File: src/rtl/turbo_out_scheduler.sv
`default_nettype none
// ============================================================================
// turbo_out_scheduler : alternating body/tail read scheduler for the turbo
//                       encoder ping-pong output FIFO banks
// Revision 1.0
// ============================================================================
module turbo_out_scheduler #(
  parameter int LEN0 = 1056,
  parameter int LEN1 = 6144,
  parameter int TAIL = 4,
  parameter int CW   = 13
) (
  input  logic        clk,
  input  logic        rst,
  input  logic        blk_done_0,
  input  logic        blk_done_1,
  input  logic        len_flag_0,
  input  logic        len_flag_1,
  input  logic        out_en,
  output logic [1:0]  rd_enc,
  output logic [1:0]  rd_trl,
  output logic        out_valid,
  output logic        out_sop,
  output logic        out_eop,
  output logic        out_tail,
  output logic        out_bank,
  output logic [1:0]  pending,
  output logic        busy,
  output logic        ovf_err,
  output logic [15:0] blk_count
);

  typedef enum logic [1:0] {
    S_IDLE = 2'd0,
    S_ENC  = 2'd1,
    S_TRL  = 2'd2
  } state_t;

  localparam logic [CW-1:0] C_LEN0_M1 = CW'(LEN0 - 1);
  localparam logic [CW-1:0] C_LEN1_M1 = CW'(LEN1 - 1);
  localparam logic [CW-1:0] C_TAIL_M1 = CW'(TAIL - 1);

  state_t        state_q, state_d;
  logic          cur_bank_q, cur_bank_d;
  logic          next_bank_q, next_bank_d;
  logic [CW-1:0] cnt_q, cnt_d;
  logic [1:0]    pending_q, pending_d;
  logic [1:0]    len_q, len_d;
  logic          ovf_q, ovf_d;
  logic [15:0]   blk_count_q, blk_count_d;
  logic          out_valid_q, out_valid_d;
  logic          out_sop_q, out_sop_d;
  logic          out_eop_q, out_eop_d;
  logic          out_tail_q, out_tail_d;
  logic          out_bank_q, out_bank_d;

  logic          w_fire;
  logic          w_blk_end;
  logic          w_other;
  logic [CW-1:0] w_body_last;
  logic [1:0]    w_done;
  logic [1:0]    w_flag;

  always_comb begin
    state_d     = state_q;
    cur_bank_d  = cur_bank_q;
    next_bank_d = next_bank_q;
    cnt_d       = cnt_q;
    pending_d   = pending_q;
    len_d       = len_q;
    ovf_d       = ovf_q;
    blk_count_d = blk_count_q;
    rd_enc      = 2'b00;
    rd_trl      = 2'b00;

    w_done      = {blk_done_1, blk_done_0};
    w_flag      = {len_flag_1, len_flag_0};
    w_other     = ~cur_bank_q;
    w_fire      = (state_q != S_IDLE) && out_en;
    w_body_last = len_q[cur_bank_q] ? C_LEN1_M1 : C_LEN0_M1;
    w_blk_end   = w_fire && (state_q == S_TRL) && (cnt_q == C_TAIL_M1);

    // A new block landing on the final tail read of the same bank is legal.
    for (int b = 0; b < 2; b++) begin
      if (w_done[b]) begin
        if (pending_q[b] && !(w_blk_end && (cur_bank_q == 1'(b)))) begin
          ovf_d = 1'b1;
        end else begin
          pending_d[b] = 1'b1;
          len_d[b]     = w_flag[b];
        end
      end else if (w_blk_end && (cur_bank_q == 1'(b))) begin
        pending_d[b] = 1'b0;
      end
    end

    case (state_q)
      S_IDLE: begin
        if (pending_q[next_bank_q]) begin
          state_d    = S_ENC;
          cur_bank_d = next_bank_q;
          cnt_d      = '0;
        end
      end
      S_ENC: begin
        if (w_fire) begin
          rd_enc[cur_bank_q] = 1'b1;
          if (cnt_q == w_body_last) begin
            cnt_d   = '0;
            state_d = S_TRL;
          end else begin
            cnt_d = cnt_q + 1'b1;
          end
        end
      end
      S_TRL: begin
        if (w_fire) begin
          rd_trl[cur_bank_q] = 1'b1;
          if (w_blk_end) begin
            next_bank_d = w_other;
            blk_count_d = blk_count_q + 16'd1;
            cnt_d       = '0;
            // Zero-gap hand-over when the other bank is already waiting.
            if (pending_d[w_other]) begin
              state_d    = S_ENC;
              cur_bank_d = w_other;
            end else begin
              state_d = S_IDLE;
            end
          end else begin
            cnt_d = cnt_q + 1'b1;
          end
        end
      end
      default: state_d = S_IDLE;
    endcase

    out_valid_d = w_fire;
    out_sop_d   = w_fire && (state_q == S_ENC) && (cnt_q == '0);
    out_eop_d   = w_blk_end;
    out_tail_d  = w_fire && (state_q == S_TRL);
    out_bank_d  = w_fire ? cur_bank_q : out_bank_q;
  end

  always_ff @(posedge clk or negedge rst) begin
    if (!rst) begin
      state_q     <= S_IDLE;
      cur_bank_q  <= 1'b0;
      next_bank_q <= 1'b0;
      cnt_q       <= '0;
      pending_q   <= 2'b00;
      len_q       <= 2'b00;
      ovf_q       <= 1'b0;
      blk_count_q <= 16'd0;
      out_valid_q <= 1'b0;
      out_sop_q   <= 1'b0;
      out_eop_q   <= 1'b0;
      out_tail_q  <= 1'b0;
      out_bank_q  <= 1'b0;
    end else begin
      state_q     <= state_d;
      cur_bank_q  <= cur_bank_d;
      next_bank_q <= next_bank_d;
      cnt_q       <= cnt_d;
      pending_q   <= pending_d;
      len_q       <= len_d;
      ovf_q       <= ovf_d;
      blk_count_q <= blk_count_d;
      out_valid_q <= out_valid_d;
      out_sop_q   <= out_sop_d;
      out_eop_q   <= out_eop_d;
      out_tail_q  <= out_tail_d;
      out_bank_q  <= out_bank_d;
    end
  end

  assign out_valid = out_valid_q;
  assign out_sop   = out_sop_q;
  assign out_eop   = out_eop_q;
  assign out_tail  = out_tail_q;
  assign out_bank  = out_bank_q;
  assign pending   = pending_q;
  assign busy      = (state_q != S_IDLE);
  assign ovf_err   = ovf_q;
  assign blk_count = blk_count_q;

endmodule
`default_nettype wire

File: config.mk
export PLATFORM = sky130hd
export DESIGN_NAME = turbo_out_scheduler
export DESIGN_NICKNAME = d
export VERILOG_FILES = /design/src/rtl/turbo_out_scheduler.sv
export SDC_FILE = /design/constraint.sdc
export NUM_CORES = 1
export LEC_CHECK = 0
export ABC_AREA = 1
export CORE_ASPECT_RATIO = 2
export CORE_MARGIN = 2
export CORE_UTILIZATION = 26
export DETAILED_ROUTE_END_ITERATION = 10
export SLEW_MARGIN = 25
export SYNTH_ARGS = -nofsm -noshare
export SYNTH_HDL_FRONTEND = slang
export SYNTH_SLANG_ARGS = --single-unit
File: constraint.sdc
create_clock -name clk -period 5.2 [get_ports clk]
set_input_delay 1.56 -clock clk [delete_from_list [all_inputs] [get_ports clk]]
set_output_delay 1.56 -clock clk [all_outputs]
set_load 0.02 [all_outputs]
==> results of run 1 <==
-- layout make-up --
cell class,count,share of cell area
clock buffers,5,0.0399
clock inverters,3,0.0140
inverters,38,0.0455
multi-input cells,227,0.405
flip-flops and latches,43,0.343
well taps,104,0.0415
repair buffers,35,0.111
-- where the power goes --
part | switching (mW) | internal (mW) | leakage (nW)
clock | 0.139 | 0.227 | 0.0838
sequential | 0.0248 | 0.363 | 0.556
combinational | 0.278 | 0.133 | 0.775
total | 0.442 | 0.723 | 1.42
-- layer usage --
layer / vias to the layer above / share of wire
met3: 18 / 0.027
met1: 1036 / 0.35
li1: 1074 / -
met4: 0 / 0.044
met2: 47 / 0.58
met5: - / 0
-- registers in the layout (all words and copies together) (netlist names) --
| register | cells |
|---|---|
| cnt_q | 13 |
| pending | 2 |
| out_bank | 1 |
| out_valid | 1 |
| out_tail | 1 |
| state_q | 2 |
| out_sop | 1 |
| next_bank_q | 1 |
| cur_bank_q | 1 |
| ovf_err | 1 |
| len_q | 2 |
| out_eop | 1 |
| blk_count | 16 |
-- worst max-delay path: stages --
cell             delay (ps)
clkdlybuf4s50_1         500
inv_2                    50
nor2_4                  140
nand2_2                 110
nor2_1                  150
clkdlybuf4s50_1         630
-- stage by stage --
stage / utilization / std cells / cell area, um^2
floorplan: - / 310 / 2500
global placement: 0.316 / 447 / 2960
detailed placement: 0.316 / 447 / 2960
CTS: 0.334 / 455 / 3130
global route: 0.334 / 455 / 3140
finish: 0.334 / 455 / 3140
-- worst max-delay path by stage --
stage,from,endpoint,slack [ps],cells after the start
2_1_floorplan,out_en,rd_enc[0],1520,2
3_3_place_gp,out_en,rd_trl[1],520,6
3_5_place_dp,out_en,rd_trl[1],520,6
4_1_cts,out_en,rd_trl[1],500,6
5_1_grt,out_en,rd_trl[1],450,6
6_report,out_en,rd_trl[1],500,6
-- Yosys cell counts --
library cell  count  area share
o21ai_1          12       0.024
inv_2            10       0.015
a21oi_4           1      0.0065
xnor2_1          10       0.035
nand2_1          83        0.12
nand3_4           1      0.0070
nand4_2           1      0.0050
nand3b_1          3      0.0090
dfrtp_1          43        0.43
ha_1              7       0.035
nand2_4           1      0.0045
nand2_2           4       0.010
nand3_1          22       0.044
a21oi_1           6       0.012
nor2_4            5       0.023
a21o_1            1      0.0030
o21ai_0           4      0.0080
a2bb2oi_1         1      0.0035
nor3_2            1      0.0040
o211ai_1          1      0.0030
or2_1             1      0.0025
o21ai_2           2      0.0070
nor2_2            9       0.023
nand4_1           6       0.015
buf_2             1      0.0020
xor2_1           10       0.035
nand3_2           2      0.0080
inv_1            28       0.042
nor4_1            3      0.0075
buf_4             1      0.0030
nor2_1           24       0.036
nor3_1            5       0.010
o2111ai_1         1      0.0035
-- logic make-up after synthesis --
group           count (synthesis)  synth area share
compound gates                 29            0.0705
buf+inv                        40            0.0620
simple gates                  171             0.332
flops                          43             0.430
fa+ha+maj                       7            0.0350
xor+xnor                       20            0.0700
==> summary.md, run 1 <==
| Metric | Value |
|---|---|
| First-pass GRT wire length | `10.6 mm` |
| CTS resizes | `0` |
| RSZ-0062 raised after global routing | `false` |
| WP data required | `3640 ps` |
| CP Capture Type | `output port` |
| Synth Area per Inst | `8.07 um^2` |
| Post-CTS Setup Inserts | `0` |
| Clock Sinks | `43` |
| CTS root buf | `clkbuf_16` |
| Post-Syn Area | `2500 um^2` |
| Total power | `1.17 mW` |
| Multi-input logic area | `about 1300 um^2` |
| Final hold viol count | `0` |
| Leading cell type in the layout, fill and taps excluded | `nand2_1` |
| Total number of vias | `2,175` |
| Status | `finished, final reports clean` |
| Layout area overhead | `25.4%` |
| Worst-skew pair later-pin latency | `between 200 and 300 ps` |
| Top Usage Layer GRT | `met2` |
| Worst hold slack | `between 400 and 500 ps` |
| End of the worst register-to-register path | `ovf_err` |
| CP Data Arrival Time | `3140 ps` |
| Vias in the first global route | `between 2,000 and 2,500` |
| Hold Path Class | `flip-flop to flip-flop` |
| Die area | `10,500 um^2` |
| Die W | `73.4 um` |
| Post-route setup TNS | `0 ps` |
| Post-route ant nets | `0` |
| Count of buffers from port buffering | `35` |
| Setup WS pre-CTS | `516 ps` |
| VDD IR max | `0.000122 V` |
| Largest net degree at the start of global routing | `44` |
| Max-cap viol count | `0` |
| Register area | `1080 um^2` |
| Hold Path Depth | `2` |
| Met1 usage | `0.125` |
| # setup viols final | `0` |
| Startpoint Class | `input port` |
| Yosys cell types | `33` |
| M3 GR Usage | `0.0268` |
| Number of CTS-inserted buffers | `5` |
| Syn Inst Count | `310` |
| Syn_nets | `324` |
| # diodes | `0` |
| I/O pins | `36` |
| Leak Pwr | `1.42 nW` |
| Placer Congestion | `0.848` |
| Drt pass-1 iters | `5` |
| Sequential-to-total area share from yosys stat | `0.430` |
| Initial Util | `0.267` |
| Net total in the final layout | `around 360` |
| Worst-Margin Slew | `582 ps` |
| Final setup margin | `498 ps` |
| Clk buf depth | `2` |
| Mean routed wirelength per cell | `approximately 14 um` |
| CTS tree | `built` |
| Tmin final | `4700 ps` |
| H-tree depth | `2` |
| Clock Skew | `4.25 ps` |
| Cts hold-fix bufs | `0` |
| Pwr per Cell Area | `372 nW/um^2` |
| Placement Rows | `50` |
| Overflow after GRT | `0` |
| Seq cells post-synth | `43` |
| Final Cycle Share | `0.904` |
| Worst r2r src | `state_q[0]` |
| # fillers | `roughly 1,000` |
| CP max FO | `4` |
| YS warnings | `0` |
| Total Routing Usage GR | `0.132` |
| Iter 0 DRT Violations | `117` |
| DRC Markers | `0` |
| Final Slew Violations | `0` |
| Initial antenna violation count | `0` |
| Die H | `143 um` |
| Worst reg2reg setup slack | `about 3000 ps` |
| Core Box Area | `9380 um^2` |
| CTS clk-pin slew, worst paths | `around 60 ps` |
| Met2 Usage GRT | `0.250` |
| DPL Wire Length | `approximately 5 mm` |
| Maximum clock frequency | `213 MHz` |
| Fraction of layout cells with a size suffix above 1 | `0.131` |
| Min-delay src | `out_bank` |
| Vias per inst | `4.78` |
| R2r worst-path depth | `10` |
| Total routed wirelength | `6.41 mm` |
| Critical path type | `input port to output port` |
| Hold worst-path end | `out_bank` |
| Commonest cells after routing, fill and taps aside | `nand2_1 (83), dfrtp_1 (43), clkdlybuf4s50_1 (34)` |
| Worst slew margin | `0.608` |
(Power assumes the default switching activity.)
==> run 2, diff against run 1 <==
Settings changed: ABC_CLOCK_PERIOD_IN_PS set to 5200, REMOVE_ABC_BUFFERS set to 1.
==> run 2 against run 1 <==
Against the previous run: clock power hardly changed; core utilization is 0.053 points higher; critical endpoint unchanged; sequential power about the same.
==> summary.md, run 2 (synthesis results as in run 1) <==
| Metric | Value |
|---|---|
| Critical Path Max Stage Delay | `~620 ps` |
| Final hold viol count | `0` |
| Worst Path Buf+Inv | `3` |
| DRC Markers | `0` |
| Iter 0 DRT Violations | `66` |
| Net total in the final layout | `between 300 and 400` |
| # setup viols final | `0` |
| Inst Count DP | `447` |
| Status | `finished, final reports clean` |
| Leading cell type in the layout, fill and taps excluded | `nand2_1` |
| Final Slew Violations | `0` |
| Clock share of power | `0.315` |
| Clock Skew | `between 6 and 7 ps` |
| DPL Wire Length | `4.88 mm` |
| Largest register FFs | `16` |
| Setup WS pre-CTS | `just under 500 ps` |
| Die H | `approximately 140 um` |
| Placement Rows | `50` |
| I/O pins | `36` |
| CTS resizes | `0` |
| Pint | `0.735 mW` |
| CTS clk-pin slew, worst paths | `60 ps` |
| Sw Pwr | `between 0.4 and 0.5 mW` |
| CP Data Arrival Time | `3150 ps` |
| Largest net degree at the start of global routing | `44` |
| Vias in the first global route | `2,160` |
| Post-route ant nets | `0` |
| Leak Pwr | `~1.4 nW` |
| Layout area overhead | `25.6%` |
| Initial Util | `0.267` |
| Worst-Margin Slew | `551 ps` |
| Total number of vias | `about 2,200` |
| Maximum clock frequency | `212 MHz` |
| Initial antenna violation count | `0` |
| CP max FO | `4` |
| Vias per inst | `4.77` |
| Final Non-Filler Cells | `around 460` |
| CP Capture Type | `output port` |
| Clock Sinks | `43` |
| Worst slew margin | `0.629` |
| Drt pass-1 iters | `5` |
| Core Box Area | `9380 um^2` |
| Startpoint Class | `input port` |
| Commonest cells after routing, fill and taps aside | `nand2_1 (83), dfrtp_1 (43), clkdlybuf4s50_1 (34)` |
| Die area | `10,500 um^2` |
| Mean routed wirelength per cell | `13.8 um` |
| Final setup margin | `493 ps` |
| Critical path type | `input port to output port` |
| Critical path's slowest cell | `clkdlybuf4s50_1` |
| RSZ-0062 raised after global routing | `false` |
| Register share of total power | `0.331` |
| Pwr per Cell Area | `372 nW/um^2` |
| Fraction of layout cells with a size suffix above 1 | `0.131` |
| Comb pwr share | `0.354` |
| Overflow after GRT | `0` |
| CTS tree | `built` |
| Max-cap viol count | `0` |
| Sw frac | `0.371` |
| CP Cell Sequence | `clkdlybuf4s50_1 -> inv_2 -> nor2_4 -> nand2_2 -> nor2_1 -> clkdlybuf4s50_1` |
| Clk buf depth | `2` |
| Placer Congestion | `0.878` |
| Critical path's top delay family | `buffers and inverters` |
| Number of CTS-inserted buffers | `5` |
| Post-route setup TNS | `0 ps` |
| VDD IR max | `0.000179 V` |
| WP data required | `between 3000 and 4000 ps` |
| CP most frequent cell | `clkdlybuf4s50_1` |
| Die W | `around 73 um` |
| Hold Path Class | `flip-flop to flip-flop` |
| Count of buffers from port buffering | `35` |
| # diodes | `0` |
| Post-CTS Setup Inserts | `0` |
| First-pass GRT wire length | `between 10 and 15 mm` |
| Tmin final | `4710 ps` |
| Cts hold-fix bufs | `0` |
| Final Cycle Share | `0.905` |
| Total Routing Usage GR | `0.129` |
| Worst hold slack | `479 ps` |
| Total routed wirelength | `about 6.3 mm` |
| Total power | `1.17 mW` |
| H-tree depth | `2` |
| Worst-skew pair later-pin latency | `290 ps` |
| CTS root buf | `clkbuf_16` |
run 2: power groups by stage:
stage	logic [mW]	registers, mW	clock network [mW]
after floorplan	0.270	0.403	0
after global placement	0.411	0.392	0
after detailed placement	0.418	0.393	0
after CTS	0.419	0.387	0.380
after global routing	0.453	0.391	0.397
final	0.413	0.387	0.368
run 2: path summary, 6_finish.rpt:
kind	from	end	slack, ps	cells past startpoint
max in group asynchronous	rst	pending[0]	3550	1
min reg2reg	out_bank	out_bank	480	2
min in group asynchronous	rst	blk_count[3]	1260	1
max	out_en	rd_trl[1]	490	6
max reg2reg	state_q[0]	ovf_err	2920	9
min	out_bank	out_bank	480	2
run 2: stage by stage:
| stage | utilization | cell area (um^2) |
|---|---|---|
| floorplan | - | 2490 |
| global placement | 0.316 | 2960 |
| detailed placement | 0.316 | 2960 |
| CTS | 0.334 | 3140 |
| global route | 0.335 | 3140 |
| finish | 0.335 | 3140 |
run 2: metal layers:
metal	vias up	wire, um	global-route usage
met5	-	0	0
met4	0	265	0.0699
met3	17	186	0.0233
met2	52	3640	0.248
met1	1032	2170	0.123
li1	1070	-	-
run 2: layout make-up:
type	instances	area [um^2]
sequential	43	1080
tap	104	130
clock inverter	2	35.0
timing repair buffer	35	348
inverter	38	143
clock buffer	6	139
multi-input combinational	227	1270
fill	1008	6240
run 2: worst reg2reg max path, delay by kind of cell (launching register included):
family / cells / cell delay [ps]
and+or+nand+nor: 4 / 740
buffers and inverters: 3 / 530
DFF: 1 / 410
adders and majority gates: 1 / 390
AOI/OAI and AO/OA: 1 / 80
==> run 3, diff against run 2 <==
Settings changed: HOLD_SLACK_MARGIN set to 0.03, REMOVE_ABC_BUFFERS 1 to not set.
==> results of run 3 <==
Same layout as run 1: the final DEF is identical, and so are final timing and power.
